--- src/rtl/simplecore_pkg.sv ---
// Shared simplecore front-end definitions: fetch FSM state encoding and defaults.
package simplecore_pkg;

    typedef enum logic [2:0] {
        IDLE,
        FETCH,
        REQ_GAP,
        ISSUE,
        ERROR
    } fetch_state_t;

    localparam int unsigned WAIT_MAX_DEFAULT = 64;

endpackage

--- src/rtl/fetch_ctl_if.sv ---
// Fetch handshake bundle: instruction-memory req/ack, decode valid/ready, branch redirect.
interface fetch_ctl_if #(
    parameter int unsigned DATA_W = 16
);
    logic              imem_req;
    logic              imem_ack;
    logic [DATA_W-1:0] imem_rdata;
    logic              inst_valid;
    logic [DATA_W-1:0] inst_data;
    logic              inst_ready;
    logic              br_taken;
    logic              br_ready;

    modport master (
        output imem_req,
        input  imem_ack,
        input  imem_rdata,
        output inst_valid,
        output inst_data,
        input  inst_ready,
        input  br_taken,
        output br_ready
    );

    modport slave (
        input  imem_req,
        output imem_ack,
        output imem_rdata,
        input  inst_valid,
        input  inst_data,
        output inst_ready,
        output br_taken,
        input  br_ready
    );
endinterface

--- src/rtl/fetch_ctl_satcnt.sv ---
// Saturating up-counter with synchronous active-low reset and synchronous clear.
module fetch_ctl_satcnt #(
    parameter int unsigned W = 16
) (
    input  logic         clk,
    input  logic         nreset,
    input  logic         clr,
    input  logic         inc,
    output logic [W-1:0] count
);

    always_ff @(posedge clk) begin
        if (!nreset || clr) begin
            count <= '0;
        end else if (inc && (count != '1)) begin
            count <= count + W'(1);
        end
    end

endmodule

--- src/rtl/fetch_ctl.sv ---
// simplecore fetch sequencer: imem handshake, one-entry instruction buffer, redirects, ack timeout.
// Define FETCH_CTL_PERF_CNT_EN to build the fetch/flush performance counters.
module fetch_ctl
    import simplecore_pkg::*;
#(
    parameter int unsigned DATA_W   = 16,
    parameter int unsigned WAIT_MAX = WAIT_MAX_DEFAULT,
    parameter int unsigned CNT_W    = 16
) (
    input  logic             clk,
    input  logic             nreset,
    fetch_ctl_if.master      bus,
    output logic             iAregCtl,
    output logic             pc_step,
    output logic             fetch_err,
    output logic [CNT_W-1:0] fetch_cnt,
    output logic [CNT_W-1:0] flush_cnt
);

    localparam int unsigned       WAIT_W    = $clog2(WAIT_MAX);
    localparam logic [WAIT_W-1:0] WAIT_LAST = WAIT_W'(WAIT_MAX - 1);

    fetch_state_t      state;
    logic [WAIT_W-1:0] wait_cnt;
    logic [DATA_W-1:0] inst_q;
    logic              in_fetch;
    logic              ack_fetch;
    logic              br_ready;
    logic              redirect;

    always_comb begin
        in_fetch  = (state == FETCH);
        ack_fetch = in_fetch & bus.imem_ack;
        br_ready  = ack_fetch | (state == ISSUE);
        redirect  = bus.br_taken & br_ready;
        iAregCtl  = redirect;
        pc_step   = ack_fetch & ~bus.br_taken;
    end

    assign bus.br_ready  = br_ready;
    assign bus.inst_data = inst_q;

    // Held at zero outside FETCH, so every entry into FETCH starts a fresh count.
    fetch_ctl_satcnt #(.W(WAIT_W)) u_wait_cnt (
        .clk    (clk),
        .nreset (nreset),
        .clr    (~in_fetch),
        .inc    (in_fetch & ~bus.imem_ack),
        .count  (wait_cnt)
    );

    always_ff @(posedge clk) begin
        if (!nreset) begin
            state          <= IDLE;
            bus.imem_req   <= 1'b0;
            bus.inst_valid <= 1'b0;
            inst_q         <= '0;
            fetch_err      <= 1'b0;
        end else begin
            case (state)
                IDLE, REQ_GAP: begin
                    state        <= FETCH;
                    bus.imem_req <= 1'b1;
                end
                FETCH: begin
                    if (bus.imem_ack) begin
                        bus.imem_req <= 1'b0;
                        // A redirect on the ack cycle drops the word and re-requests from the new target.
                        if (bus.br_taken) begin
                            state <= REQ_GAP;
                        end else begin
                            state          <= ISSUE;
                            inst_q         <= bus.imem_rdata;
                            bus.inst_valid <= 1'b1;
                        end
                    end else if (wait_cnt == WAIT_LAST) begin
                        state        <= ERROR;
                        bus.imem_req <= 1'b0;
                        fetch_err    <= 1'b1;
                    end
                end
                ISSUE: begin
                    if (bus.br_taken) begin
                        state          <= REQ_GAP;
                        bus.inst_valid <= 1'b0;
                    end else if (bus.inst_ready) begin
                        state          <= FETCH;
                        bus.inst_valid <= 1'b0;
                        bus.imem_req   <= 1'b1;
                    end
                end
                ERROR: begin
                    state <= ERROR;
                end
                default: begin
                    state          <= IDLE;
                    bus.imem_req   <= 1'b0;
                    bus.inst_valid <= 1'b0;
                end
            endcase
        end
    end

`ifdef FETCH_CTL_PERF_CNT_EN
    fetch_ctl_satcnt #(.W(CNT_W)) u_fetch_cnt (
        .clk    (clk),
        .nreset (nreset),
        .clr    (1'b0),
        .inc    (ack_fetch),
        .count  (fetch_cnt)
    );

    fetch_ctl_satcnt #(.W(CNT_W)) u_flush_cnt (
        .clk    (clk),
        .nreset (nreset),
        .clr    (1'b0),
        .inc    (redirect),
        .count  (flush_cnt)
    );
`else
    assign fetch_cnt = '0;
    assign flush_cnt = '0;
`endif

endmodule

--- src/flat_wrapper.sv ---
// flat-port wrapper written by rule: the top's interface ports become plain ports
module fetch_ctl_flat import simplecore_pkg::*;
#(
    parameter int unsigned DATA_W   = 16,
    parameter int unsigned WAIT_MAX = WAIT_MAX_DEFAULT,
    parameter int unsigned CNT_W    = 16
)
  (clk, nreset, iAregCtl, pc_step, fetch_err, fetch_cnt, flush_cnt, bus_imem_req, bus_imem_ack, bus_imem_rdata, bus_inst_valid, bus_inst_data, bus_inst_ready, bus_br_taken, bus_br_ready);
  fetch_ctl_if #(.DATA_W(DATA_W)) bus_i ();
  input  logic clk;
  input  logic nreset;
  output logic iAregCtl;
  output logic pc_step;
  output logic fetch_err;
  output logic [CNT_W-1:0] fetch_cnt;
  output logic [CNT_W-1:0] flush_cnt;
  output wire logic [$bits(bus_i.imem_req)-1:0] bus_imem_req;
  input wire logic [$bits(bus_i.imem_ack)-1:0] bus_imem_ack;
  input wire logic [$bits(bus_i.imem_rdata)-1:0] bus_imem_rdata;
  output wire logic [$bits(bus_i.inst_valid)-1:0] bus_inst_valid;
  output wire logic [$bits(bus_i.inst_data)-1:0] bus_inst_data;
  input wire logic [$bits(bus_i.inst_ready)-1:0] bus_inst_ready;
  input wire logic [$bits(bus_i.br_taken)-1:0] bus_br_taken;
  output wire logic [$bits(bus_i.br_ready)-1:0] bus_br_ready;
  assign bus_imem_req = bus_i.imem_req;
  assign bus_i.imem_ack = bus_imem_ack;
  assign bus_i.imem_rdata = bus_imem_rdata;
  assign bus_inst_valid = bus_i.inst_valid;
  assign bus_inst_data = bus_i.inst_data;
  assign bus_i.inst_ready = bus_inst_ready;
  assign bus_i.br_taken = bus_br_taken;
  assign bus_br_ready = bus_i.br_ready;
  fetch_ctl #(.DATA_W(DATA_W), .WAIT_MAX(WAIT_MAX), .CNT_W(CNT_W)) u_core (.clk(clk), .nreset(nreset), .bus(bus_i), .iAregCtl(iAregCtl), .pc_step(pc_step), .fetch_err(fetch_err), .fetch_cnt(fetch_cnt), .flush_cnt(flush_cnt));
endmodule
--- config.mk ---
export PLATFORM = sky130hd
export DESIGN_NAME = fetch_ctl_flat
export DESIGN_NICKNAME = d
export VERILOG_FILES = /design/src/rtl/simplecore_pkg.sv /design/src/rtl/fetch_ctl_if.sv /design/src/rtl/fetch_ctl_satcnt.sv /design/src/rtl/fetch_ctl.sv /design/src/flat_wrapper.sv
export SDC_FILE = /design/constraint.sdc
export NUM_CORES = 1
export LEC_CHECK = 0
export CORE_UTILIZATION = 35
export CTS_CLUSTER_DIAMETER = 40
export DETAILED_ROUTE_END_ITERATION = 8
export PLACE_DENSITY = 0.71
export SLEW_MARGIN = 5
export SYNTH_ARGS = -nofsm -noshare
export SYNTH_HDL_FRONTEND = slang
export SYNTH_SLANG_ARGS = --single-unit
--- constraint.sdc ---
create_clock -name clk -period 2.94 [get_ports clk]
set_clock_uncertainty 0.1 [all_clocks]
set_input_delay 0.882 -clock clk [delete_from_list [all_inputs] [get_ports clk]]
set_output_delay 0.882 -clock clk [all_outputs]
set_load 0.01 [all_outputs]
==> impl_results.md <==
- Data required time of the critical path: 1.96 ns
- Clock root buffer: sky130_fd_sc_hd__clkbuf_8
- Fraction of layout instances using a drive strength above 1: 0.112
- Number of search-and-repair iterations in the first detailed-routing pass: 4
- Die X-Extent: 68.1 um
- Total vias in the final route: 1142
- Min cycle time layout: 2.70 ns
- # diodes: 0
- Floorplan die height: 68.1 um
- Sequential fraction of the synthesis area: 0.367
- Pins Over Slew Limit: 0
- Largest delay share family, worst path: buffers and inverters
- WS Path Type: in2out
- Combined flip-flop and latch cell area: 561 sq um
- Initial core utilization: 0.374
- Final period util: 0.919
- Vias in the first global route: 1000
- Relative area change from synthesis to final layout: 27.9%
- DR vias/cell: 4.31
- Leak pwr: 0.777 nW
- Synth Cell Area: 1530 sq um
- Path type of the worst min-delay path: reg2reg
- Latest clock arrival within the worst-skew pair: 0.28 ns
- Global-route met2 utilization: 0.200
- Maximum single-stage delay on the critical path: 0.25 ns
- CTS sink cnt: 28
- Met1 GRT Util: 0.164
- Residual DRC: 0
- Count of antenna-violating nets left after detailed routing: 0
- Total routing usage reported by global routing: 0.123
- Floorplan row count: 23
- Crit path top cell by count: sky130_fd_sc_hd__nor2_1
- FMAX: 0.370 GHz
- Slowest-stage cell, CP: sky130_fd_sc_hd__dlygate4sd2_1
- Post-synthesis register bit count: 28
- Number of violations of the max-capacitance limit: 0
- Buffers on Ports: 42
- Filler cell count: 406
- Starting DRC count in detailed routing: 19
- Fin worst setup slack: 0.237 ns
- Clock-pin slew on the worst setup and hold paths: 0.10 ns
- Ordered cell list for the critical path: dlygate4sd2_1 -> nor2_1 -> nor2_1 -> and2_1 -> clkdlybuf4s15_2
- Max Buffers Root-to-Sink: 2
- Nature of the critical path startpoint: primary input
- Most Crowded Layer GR: met2
- Cell count after synthesis: 171
- Power density over the cells: 428 nW/um^2
- Final weighted congestion of routability-driven global placement: 0.843
- Wirelength per Cell: 10.2 um
- Post-synthesis cell type count: 39
- DIE AREA: 4630 sq um
- Area occupied by multi-input gates: 798 sq um
- First-pass GRT wire length: 4350 um
- Share of the core filled with cells in the final layout: 0.478
- Final number of hold-violating endpoints: 0
- Worst Setup Slack post-DPL: -0.344 ns
- WL final: 2710 um
- Hold-fix buffers, CTS: 0
- Io pins: 75
- Maximum net fanout on the critical path: 3
- RSZ-0062 raised after global routing: false
- Bufs and invs on worst path: 2
- Detail Placement HPWL: 2040 um
- Global-route met3 utilization: 0.0200
- Largest voltage drop on the vdd net: 0.232 mV
- Arrival time at the worst endpoint: 1.72 ns
- Initial antenna violation count: 0
- Final setup vio count: 0
- Number of nets in the finished design: 238
- Largest net degree at the start of global routing: 17
- Ys Warns: 0
- Number of clock buffers inserted by TritonCTS: 3
- Core area: 4090 sq um
- Level count of the clock H-tree: 1
- CTS tree: built
- Minimum hold slack: 0.366 ns
- Average cell area after synthesis: 8.93 sq um
- Worst Setup End Kind: output pin
- Total grt overflow: 0
- Status: completed
## logic make-up after synthesis
logic type               after synthesis  synth area share
buffers and inverters                 39             0.187
flip-flops                            28             0.367
adder cells (fa/ha/maj)                1           0.00819
XOR/XNOR                               4            0.0229
AO/OA/AOI/OAI                         31             0.174
AND/OR/NAND/NOR                       65             0.225
other                                  1           0.00245
multiplexers                           2            0.0131
## flip-flops by register name, indices dropped and copies added, names as in the netlist
signal,count
u_core.u_wait_cnt.count,6
u_core.bus.inst_data,16
u_core.fetch_err,1
u_core.bus.inst_valid,1
u_core.bus.imem_req,1
u_core.state,3
## layout by cell type, fill, tap and decap left out, types with 2 or more instances in the layout
cell type and n:
sky130_fd_sc_hd__a21boi_2 9, sky130_fd_sc_hd__and3_1 2, sky130_fd_sc_hd__and2_1 3, sky130_fd_sc_hd__conb_1 32, sky130_fd_sc_hd__o211ai_1 2, sky130_fd_sc_hd__dlygate4sd2_1 2, sky130_fd_sc_hd__nor3_1 3, sky130_fd_sc_hd__nand2b_1 2
sky130_fd_sc_hd__or2b_1 2, sky130_fd_sc_hd__o21a_1 3, sky130_fd_sc_hd__clkbuf_8 3, sky130_fd_sc_hd__buf_4 4, sky130_fd_sc_hd__mux2i_1 2, sky130_fd_sc_hd__clkdlybuf4s50_1 37, sky130_fd_sc_hd__nand2_1 37, sky130_fd_sc_hd__xor2_1 4
sky130_fd_sc_hd__a21boi_0 7, sky130_fd_sc_hd__nor2_1 7, sky130_fd_sc_hd__dfxtp_1 28, sky130_fd_sc_hd__a21oi_1 2, sky130_fd_sc_hd__nand3b_1 2
## report_power, final
group          leakage, nW  internal, mW  total (mW)  switching, mW
clock               0.0357         0.182       0.305          0.122
combinational        0.514        0.0676       0.132         0.0641
sequential           0.227         0.390       0.399        0.00907
## final cells by class
type | instances | area share
clock inverter | 1 | 0.0154
multi-input combinational | 135 | 0.408
timing repair buffer | 46 | 0.231
sequential | 28 | 0.287
tap | 50 | 0.0320
inverter | 2 | 0.00512
clock buffer | 3 | 0.0211
## worst paths after layout
path | startpoint | endpoint | slack, ns | cells after the start
hold reg to reg | u_core.bus.inst_data[2] | u_core.bus.inst_data[2] | 0.37 | 2
setup reg to reg | u_core.state[0] | u_core.state[2] | 1.34 | 4
hold / removal | u_core.bus.inst_data[2] | u_core.bus.inst_data[2] | 0.37 | 2
setup / recovery | bus_imem_ack | iAregCtl | 0.24 | 5
## tightest hold or removal path: stages, from the launching register on
cell	delay, ns
sky130_fd_sc_hd__dfxtp_1	0.32
sky130_fd_sc_hd__nand2_1	0.04
sky130_fd_sc_hd__a21boi_0	0.06
## routing by layer
metal,vias to the layer above,part of all wire
met5,-,0
met4,0,0.013
met3,4,0.051
met2,40,0.44
met1,505,0.49
li1,593,-
## through the flow
| stage | power, mW | cells | cell area (sq um) | TNS (ns) |
|---|---|---|---|---|
| floorplan | 0.512 | 202 | 1640 | 0 |
| global placement | 0.541 | 261 | 1880 | -0.906 |
| detailed placement | 0.542 | 261 | 1880 | -0.863 |
| CTS | 0.845 | 265 | 1950 | 0 |
| global route | 0.876 | 265 | 1950 | 0 |
| finish | 0.836 | 265 | 1950 | 0 |
## cell usage after synthesis
cell | number | share of area
sky130_fd_sc_hd__nand2_1 | 37 | 0.091
sky130_fd_sc_hd__buf_4 | 33 | 0.16
sky130_fd_sc_hd__dfxtp_1 | 28 | 0.37
sky130_fd_sc_hd__a21boi_2 | 9 | 0.066
sky130_fd_sc_hd__a21boi_0 | 7 | 0.034
sky130_fd_sc_hd__nor2_1 | 7 | 0.017
sky130_fd_sc_hd__xor2_1 | 4 | 0.023
sky130_fd_sc_hd__and2_1 | 3 | 0.012
sky130_fd_sc_hd__nor3_1 | 3 | 0.0098
sky130_fd_sc_hd__o21a_1 | 3 | 0.015
sky130_fd_sc_hd__a21oi_1 | 2 | 0.0066
sky130_fd_sc_hd__and3_1 | 2 | 0.0082
sky130_fd_sc_hd__clkbuf_1 | 2 | 0.0049
sky130_fd_sc_hd__mux2i_1 | 2 | 0.013
sky130_fd_sc_hd__nand2b_1 | 2 | 0.0082
sky130_fd_sc_hd__nand3b_1 | 2 | 0.0098
sky130_fd_sc_hd__o211ai_1 | 2 | 0.0098
sky130_fd_sc_hd__or2b_1 | 2 | 0.0098
sky130_fd_sc_hd__a211oi_1 | 1 | 0.0049
sky130_fd_sc_hd__a31oi_1 | 1 | 0.0041
sky130_fd_sc_hd__a41oi_1 | 1 | 0.0057
sky130_fd_sc_hd__buf_2 | 1 | 0.0033
sky130_fd_sc_hd__buf_8 | 1 | 0.0098
sky130_fd_sc_hd__conb_1 | 1 | 0.0025
sky130_fd_sc_hd__ha_1 | 1 | 0.0082
sky130_fd_sc_hd__inv_1 | 1 | 0.0025
sky130_fd_sc_hd__inv_4 | 1 | 0.0041
sky130_fd_sc_hd__nand3_1 | 1 | 0.0033
sky130_fd_sc_hd__nand3b_4 | 1 | 0.013
sky130_fd_sc_hd__nor2b_1 | 1 | 0.0041
sky130_fd_sc_hd__nor3b_1 | 1 | 0.0049
sky130_fd_sc_hd__nor3b_4 | 1 | 0.012
sky130_fd_sc_hd__nor4b_4 | 1 | 0.016
sky130_fd_sc_hd__o2111ai_1 | 1 | 0.0057
sky130_fd_sc_hd__o21ai_0 | 1 | 0.0033
sky130_fd_sc_hd__o21ai_2 | 1 | 0.0057
sky130_fd_sc_hd__o221a_2 | 1 | 0.0074
sky130_fd_sc_hd__o31a_1 | 1 | 0.0057
sky130_fd_sc_hd__or3b_1 | 1 | 0.0057
## repair_timing
action / 4_1_cts / 5_1_grt
buffers inserted: 0 / 0
pin swaps: 1 / 0
setup endpoints to repair: 3 / 1
resized for setup: 7 / 1
hold endpoints to repair: 0 / 0
Power figures use the tool's default switching activity.
